$ cat src/rtl/lcd_draw_scheduler.sv
// lcd_draw_scheduler
// Shares the single parallel-LCD draw engine between the sprite clients
// (dino, cactus, score, banner) and a full-screen clear. Requests are
// latched into a pending set. A pending clear always wins. Sprite clients
// are granted round-robin. Each grant gives one start pulse to the engine,
// waits for its completion (or a watchdog abort), and then returns a
// one-cycle done pulse to the winning client.
//
// Ports:
//   clk          system clock, all logic on posedge
//   rst          asynchronous active-low reset
//   req          per-client draw request (bit0 dino, bit1 cactus, bit2 score, bit3 banner)
//   clear_req    full-screen clear request, highest priority
//   eng_done     one-cycle completion pulse from the draw engine
//   eng_start    one-cycle start pulse to the draw engine
//   eng_sel      id of the client being served (N_REQ means clear)
//   done         one-cycle completion pulse to the served sprite client
//   clear_done   one-cycle completion pulse for the clear
//   pending      latched requests, {clear, req}
//   busy         high whenever a transaction is in progress
//   timeout_err  sticky flag, set when the watchdog aborts a transfer

module lcd_draw_scheduler #(
    parameter int N_REQ   = 4,
    parameter int TIMEOUT = 1024,
    parameter int SEL_W   = $clog2(N_REQ + 1)
) (
    input  logic             clk,
    input  logic             rst,
    input  logic [N_REQ-1:0] req,
    input  logic             clear_req,
    input  logic             eng_done,
    output logic             eng_start,
    output logic [SEL_W-1:0] eng_sel,
    output logic [N_REQ-1:0] done,
    output logic             clear_done,
    output logic [N_REQ:0]   pending,
    output logic             busy,
    output logic             timeout_err
);

    localparam int               TMR_W    = $clog2(TIMEOUT + 1);
    localparam logic [SEL_W-1:0] CLEAR_ID = SEL_W'(N_REQ);
    localparam logic [SEL_W-1:0] LAST_ID  = SEL_W'(N_REQ - 1);
    localparam logic [TMR_W-1:0] TMR_LAST = TMR_W'(TIMEOUT - 1);

    typedef enum logic [1:0] {
        IDLE,
        ISSUE,
        WAIT,
        ACK
    } state_t;

    state_t             state;
    logic [SEL_W-1:0]   rr;
    logic [TMR_W-1:0]   timer;
    logic               win_valid;
    logic [SEL_W-1:0]   win_sel;
    logic [2*N_REQ-1:0] rot;
    logic [N_REQ:0]     set_mask;
    logic [N_REQ:0]     clr_mask;
    int                 idx;

    // Pick the next client to serve from the pending set. A pending clear
    // wins outright. Otherwise the sprite bits are rotated so that bit 0 of
    // the rotated vector is the client at the round-robin pointer. The loop
    // runs from the far end down, so the last write is the first set bit at
    // or after the pointer.
    always_comb begin
        win_valid = 1'b0;
        win_sel   = '0;
        idx       = 0;
        rot       = {pending[N_REQ-1:0], pending[N_REQ-1:0]} >> rr;
        if (pending[N_REQ]) begin
            win_valid = 1'b1;
            win_sel   = CLEAR_ID;
        end else begin
            for (int k = N_REQ - 1; k >= 0; k--) begin
                if (rot[k]) begin
                    win_valid = 1'b1;
                    idx       = int'(rr) + k;
                    if (idx >= N_REQ) begin
                        idx = idx - N_REQ;
                    end
                    win_sel = SEL_W'(idx);
                end
            end
        end
    end

    // New requests are ORed in on every edge. The served bit is dropped
    // only while in ACK. Set is applied after clear, so a request that
    // arrives on the ACK edge itself is kept for a later grant.
    assign set_mask = {clear_req, req};
    assign clr_mask = (state == ACK) ? ((N_REQ + 1)'(1) << eng_sel) : '0;

    always_ff @(posedge clk or negedge rst) begin
        if (!rst) begin
            pending <= '0;
        end else begin
            pending <= (pending & ~clr_mask) | set_mask;
        end
    end

    // Main sequencer with registered Moore outputs. IDLE latches the winner
    // into eng_sel. ISSUE is the single start-pulse cycle. WAIT counts
    // engine cycles. The watchdog fires after TIMEOUT cycles in WAIT, so a
    // hung engine cannot block the other clients. ACK is the one cycle in
    // which the client sees its done pulse. The round-robin pointer moves
    // only after a sprite grant, never after a clear.
    always_ff @(posedge clk or negedge rst) begin
        if (!rst) begin
            state       <= IDLE;
            rr          <= '0;
            timer       <= '0;
            eng_start   <= 1'b0;
            eng_sel     <= '0;
            done        <= '0;
            clear_done  <= 1'b0;
            busy        <= 1'b0;
            timeout_err <= 1'b0;
        end else begin
            eng_start  <= 1'b0;
            done       <= '0;
            clear_done <= 1'b0;
            case (state)
                IDLE: begin
                    if (win_valid) begin
                        eng_sel   <= win_sel;
                        eng_start <= 1'b1;
                        busy      <= 1'b1;
                        state     <= ISSUE;
                    end
                end
                ISSUE: begin
                    timer <= '0;
                    state <= WAIT;
                end
                WAIT: begin
                    if (eng_done || (timer == TMR_LAST)) begin
                        if (!eng_done) begin
                            timeout_err <= 1'b1;
                        end
                        if (eng_sel == CLEAR_ID) begin
                            clear_done <= 1'b1;
                        end else begin
                            done <= N_REQ'(1) << eng_sel;
                        end
                        state <= ACK;
                    end else begin
                        timer <= timer + 1'b1;
                    end
                end
                ACK: begin
                    if (eng_sel != CLEAR_ID) begin
                        rr <= (eng_sel == LAST_ID) ? '0 : eng_sel + 1'b1;
                    end
                    busy  <= 1'b0;
                    state <= IDLE;
                end
                default: begin
                    state <= IDLE;
                end
            endcase
        end
    end

endmodule
$ cat config.mk
export PLATFORM = sky130hd
export DESIGN_NAME = lcd_draw_scheduler
export DESIGN_NICKNAME = d
export VERILOG_FILES = /design/src/rtl/lcd_draw_scheduler.sv
export SDC_FILE = /design/constraint.sdc
export NUM_CORES = 1
export LEC_CHECK = 0
export ABC_CLOCK_PERIOD_IN_PS = 1920
export BUFFER_PORTS_ARGS = -buffer_cell sky130_fd_sc_hd__clkbuf_2
export CAP_MARGIN = 20
export CORE_UTILIZATION = 51
export CTS_CLUSTER_DIAMETER = 50
export CTS_CLUSTER_SIZE = 10
export DETAILED_ROUTE_END_ITERATION = 12
export PLACE_DENSITY = 0.75
export SETUP_SLACK_MARGIN = 0.15
export SKIP_CTS_REPAIR_TIMING = 1
export SLEW_MARGIN = 20
export SYNTH_ARGS = -nofsm -noshare
export SYNTH_HDL_FRONTEND = slang
export SYNTH_SLANG_ARGS = --single-unit
$ cat constraint.sdc
create_clock -name clk -period 1.92 [get_ports clk]
set_input_delay 0.096 -clock clk [delete_from_list [all_inputs] [get_ports clk]]
set_output_delay 0.096 -clock clk [all_outputs]
set_load 0.02 [all_outputs]
## Word-level counts from Yosys, hierarchy flattened

Index checks and enable logic that the tools add are counted.

- $add $sub $neg: 9
- Magnitude comparators: 4
- Eq/ne operators: 10
- Shift-type cells: 3
- Multiplexer cells: 31
- Bitwise operators: 4
- Reductions and logical operators: 10

Operator list:

| kind | count |
|---|---|
| 3-bit two-way mux | 10 |
| 11-bit case mux with 2 select lines | 1 |
| 4-bit by 3-bit >= comparator with 1-bit output (second input constant) | 3 |
| 4-bit two-way mux | 3 |
| 3-bit subtractor (second input constant) | 4 |
| 11-bit by 1-bit adder with 11-bit output (second input constant) | 1 |
| 11-bit by 10-bit equality test with 1-bit output (second input constant) | 1 |
| 1-bit two-way mux | 11 |
| 11-bit two-way mux | 1 |
| 2-bit AND reduction | 5 |
| 3-bit by 2-bit adder with 4-bit output (second input constant) | 2 |
| 2-bit case mux with 4 select lines | 1 |
| 8-bit by 3-bit >> shifter with 4-bit output | 1 |
| 2-bit != test (second input constant) | 3 |
| 5-bit bitwise AND | 1 |
| 5-bit two-way mux | 1 |
| 5-bit inverter | 1 |
| 5-bit bitwise OR | 1 |
| 1-bit by 3-bit left shift with 5-bit output (first input constant) | 1 |
| 3-bit by 1-bit adder with 4-bit output (second input constant) | 1 |
| 2-bit equality test (second input constant) | 2 |
| 2-bit two-way mux | 2 |
| 2-bit nonzero test | 2 |
| 1-bit by 3-bit left shift with 4-bit output (first input constant) | 1 |
| 11 further kinds | 11 |

- Flip-flop bits (word level): 32
- Input port bits: 8
- Word-level logic and storage cells: 81

## Logic depth before layout (Yosys ltp)

- Depth in word-level cells: 8
- Mapped depth: 7
- Gate-level depth less buffers: 6

## Worst setup path after synthesis

Ideal clock, no wire load.

- Kind: reg2reg
- From: register pending[1]
- To: register state[1]
- Arrival: 1931 ps
- Data required time: 1793 ps
- Slack: -138 ps
- Cell stages (with the launch flop): 6
- Path buffers: 0
- Period minus slack after synthesis: 2058 ps
- Cells stage by stage: dfrtp_1 -> mux2_4 -> a311o_1 -> a211oi_2 -> a21o_1 -> mux2_1

- Cells in the longest elaborated chain, start to end: 8

RTL lines:

| item | RTL line | source |
|---|---|---|
| start, declared | 37 | `output logic [N_REQ:0] pending,` |
| start signal, assigned | 101 | `pending <= (pending & ~clr_mask) \| set_mask;` |
| 8-bit by 3-bit >> shifter with 4-bit output (*) | 73 | `rot = {pending[N_REQ-1:0], pending[N_REQ-1:0]} >> rr;` |
| 1-bit two-way mux (3 in series) | 79 | `if (rot[k]) begin` |
| 1-bit two-way mux (*) | 79 |  |
| 1-bit two-way mux (*) | 74 | `if (pending[N_REQ]) begin` |
| 2-bit != test (no source line) (*) | - |  |
| 2-bit AND reduction (no source line) (*) | - |  |
| end signal, assigned | 113 | `state <= IDLE;` |
| end signal, assigned | 132 | `state <= ISSUE;` |
| end signal, assigned | 137 | `state <= WAIT;` |
| end, declared | 54 | `state_t state;` |

Mark *: on every way between the ends. The rest lies on a longest branch, timed or not.
A chain may end at the register's enable or synchronous reset.

## Worst setup path after layout

- From: register rr[0]
- To: register state[1]

- Cells in the longest elaborated chain, start to end: 8

RTL lines:

| item | RTL line | source |
|---|---|---|
| start, declared | 55 | `logic [SEL_W-1:0] rr;` |
| start signal, assigned | 156 | `rr <= (eng_sel == LAST_ID) ? '0 : eng_sel + 1'b1;` |
| 8-bit by 3-bit >> shifter with 4-bit output (*) | 73 |  |
| 1-bit two-way mux (3 in series) | 79 |  |
| 1-bit two-way mux (*) | 79 |  |
| 1-bit two-way mux (*) | 74 |  |
| 2-bit != test (no source line) (*) | - |  |
| 2-bit AND reduction (no source line) (*) | - |  |

Marks and branches as above.

==> metrics.cfg <==
[logic_synthesis]
ys_types=40
synth_ff_type=dfrtp_1
ys_ff_latch=32
synthTopCellsByCount=dfrtp_1, nand2_1, inv_1
avgSynthCellArea_sq_um=9.502
yosysWarnings=0
yosysTopAreaCellShare_pct=45.55
synth_edf_count=0
synth_area_leaders=dfrtp_1, ha_1, nand2_1
ys_seq_area_share_pct=45.55
synth.most_common_cell=dfrtp_1
syn_inst=185
netlist_area_sq_um=1758
post-synth-top-area-cell=dfrtp_1
ys_async_sr_fraction_pct=100.0
synth_nets=204

[min_path]
hold_class=input port to flip-flop
hold_start=eng_done

[power_and_ir_drop]
netSwitchingFraction_pct=39.71
ir_drop_mv=1.001
p_sw_uw=949.5
power.internal_mw=1.442
seqPwrFrac_pct=38.4
p_leak_nw=1.043
clkPwrFrac_pct=16.9
p_per_area_nw_per_um2=1082
p_comb_share_pct=44.8

[place]
place.gp.congestion=0.8794
portBuffers=23
place_ws_ns=0.02116
place_hpwl_microns=2768

[clocking]
worst_skew_pair.late_latency_ns=0.33
cts-htree-levels=2
cts_max_path_buffers=2
cts_sinks=32
cts-root-buf=clkbuf_4
numCtsBuffers=5
clkTransAtPathRegs_ns=0.10
cts_tree=yes

[final_layout]
antenna_cells=0
drive_above_1_share_pct=27.35
finalNetCount=252
post-route-util_pct=70.12
area_growth_pct=25.77

[grt]
antenna_found_initial=0
grt_start_max_net_pins=33
grt_pass1_wl_microns=6182
first_global_vias=1392
grt_use_total_pct=23.32
gr-total-overflow=0

[route]
maxUsedRoutingLayer=met4
drt_iter0_markers=105
ant_nets=0
routed_wirelength_microns=3839
wl_met3_microns=221
viasPerCell=5.507
first_pass_iters=4
drc=0
wl_per_cell_microns=13.81
dr_wl_met2_microns=1691
wl_met1_microns=1856
num_vias=1531

[outcome]
outcome=finished clean

[die]
die_x_microns=60.71
die_h_microns=60.71
dieArea_sq_um=3686
ios=24
start_util_pct=55.75
fp-row-count=20
core-area_sq_um=3153

[sta]
maxSlewViolCount=0
rsz0062_at_grt=true
slew-limit-headroom_pct=47.74
setup_slack_ns=0.05726
fmax_mhz=536.8
setup_viol=0
finalHoldViolCount=0
min_period_ns=1.863
skew_ns=0.006801
tightest_slew_ns=0.7839
fin_setup_tns_ns=0
fin_crit_sh_pct=97.02

[critical_path]
cp_slowest_stage_delay_ns=0.40
worst_setup_path_end_kind=flip-flop
worstSetupPathType=flip-flop to flip-flop
cpMostUsedCell=mux2_4
cp_slowest_cell=dfrtp_1
regToRegSetupSlack_ns=0.06
required_ns=2.14
worstPathMaxFanout=3
critPathLaunchType=flip-flop
crit_arrival_ns=2.09
startpoint=rr[0]
r2r-start=rr[0]
crit_chain=mux2_4 > a311o_1 > a211oi_2 > a21o_1 > mux2_4

[flow_run]
drv_cap=0

## placed cells by master, fill, tap and decap left out, types with 3 or more instances in the layout
master         netlist  final
o21ai_0             13     10
nand2_1             22     20
o211ai_1             3      3
nand2_2              1      3
a21o_1               8      8
or2_2                3      3
clkbuf_2             0     23
clkbuf_4             0      5
dfrtp_1             32     30
ha_1                11      9
nand3_1             10      9
nand2b_1             3      3
buf_4                0     14
dlygate4sd3_1        0      6
and2_1               4      4
a31oi_1              3      3
a21oi_1             11     10
nor2_1               9      9
inv_1               14     14
mux2i_1              3      3
nor3_1               4      4
o21ai_1              0      3
## critical path: cells and delay by family, from the launching register on
kind           cells  cell delay (ns)
multiplexers       2             0.63
AO/OA/AOI/OAI      3             0.74
flip-flops         1             0.40
## worst paths after layout
path / end / cells past startpoint
max reg2reg: state[1] / 5
min in group asynchronous: clear_done / 2
min reg2reg: timeout_err / 1
min: clear_done / 3
max in group asynchronous: pending[1] / 2
max: state[1] / 5
## cells by family (layout without fill, tap and decap cells)
family | after synthesis | after routing | share of synthesized area [%]
simple gates | 68 | 68 | 19.65
xor+xnor | 2 | 2 | 0.9966
mux | 6 | 6 | 3.843
compound gates | 50 | 50 | 18.65
fa+ha+maj | 11 | 11 | 7.829
flops | 32 | 32 | 45.55
buf+inv | 16 | 65 | 3.487
## registers in the layout, summed over array words and instances, names as in the netlist
name         cells
busy             1
clear_done       1
done             4
eng_sel          3
eng_start        1
pending          5
rr               3
state            2
timeout_err      1
timer           11
## per-stage QoR
stage,hold WS (ns),power (mW),cell area (sq um),std cells
final,0.1359,2.391,2211,278
after global routing,0.1500,2.558,2211,278
after CTS,-0.1498,2.304,2082,271
after detailed placement,0.2178,1.898,2023,263
after global placement,0.2100,1.857,2023,263
after floorplan,-0.1996,1.578,1764,185
## area by class of cell
| class | instances | area [sq um] |
|---|---|---|
| multi-input cells | 137 | 960.9 |
| fillers | 258 | 942.2 |
| flip-flops and latches | 32 | 803.3 |
| repair buffers | 43 | 280.3 |
| clock buffers | 8 | 58.81 |
| well taps | 44 | 55.05 |
| inverters | 14 | 52.55 |
## layer usage
| metal | vias to the layer above | global-route usage (%) |
|---|---|---|
| li1 | 753 | - |
| met4 | 0 | 11.04 |
| met3 | 9 | 5.970 |
| met2 | 60 | 32.50 |
| met5 | - | 0 |
| met1 | 709 | 33.83 |
## power by group through the flow
stage               Combinational [mW]  Clock, mW  Sequential [mW]
finish                            1.07      0.404            0.917
global route                      1.19      0.437            0.935
CTS                              0.976      0.412            0.916
detailed placement               0.969          0            0.928
global placement                 0.940          0            0.917
floorplan                        0.603          0            0.975
Power figures use the tool's default switching activity.
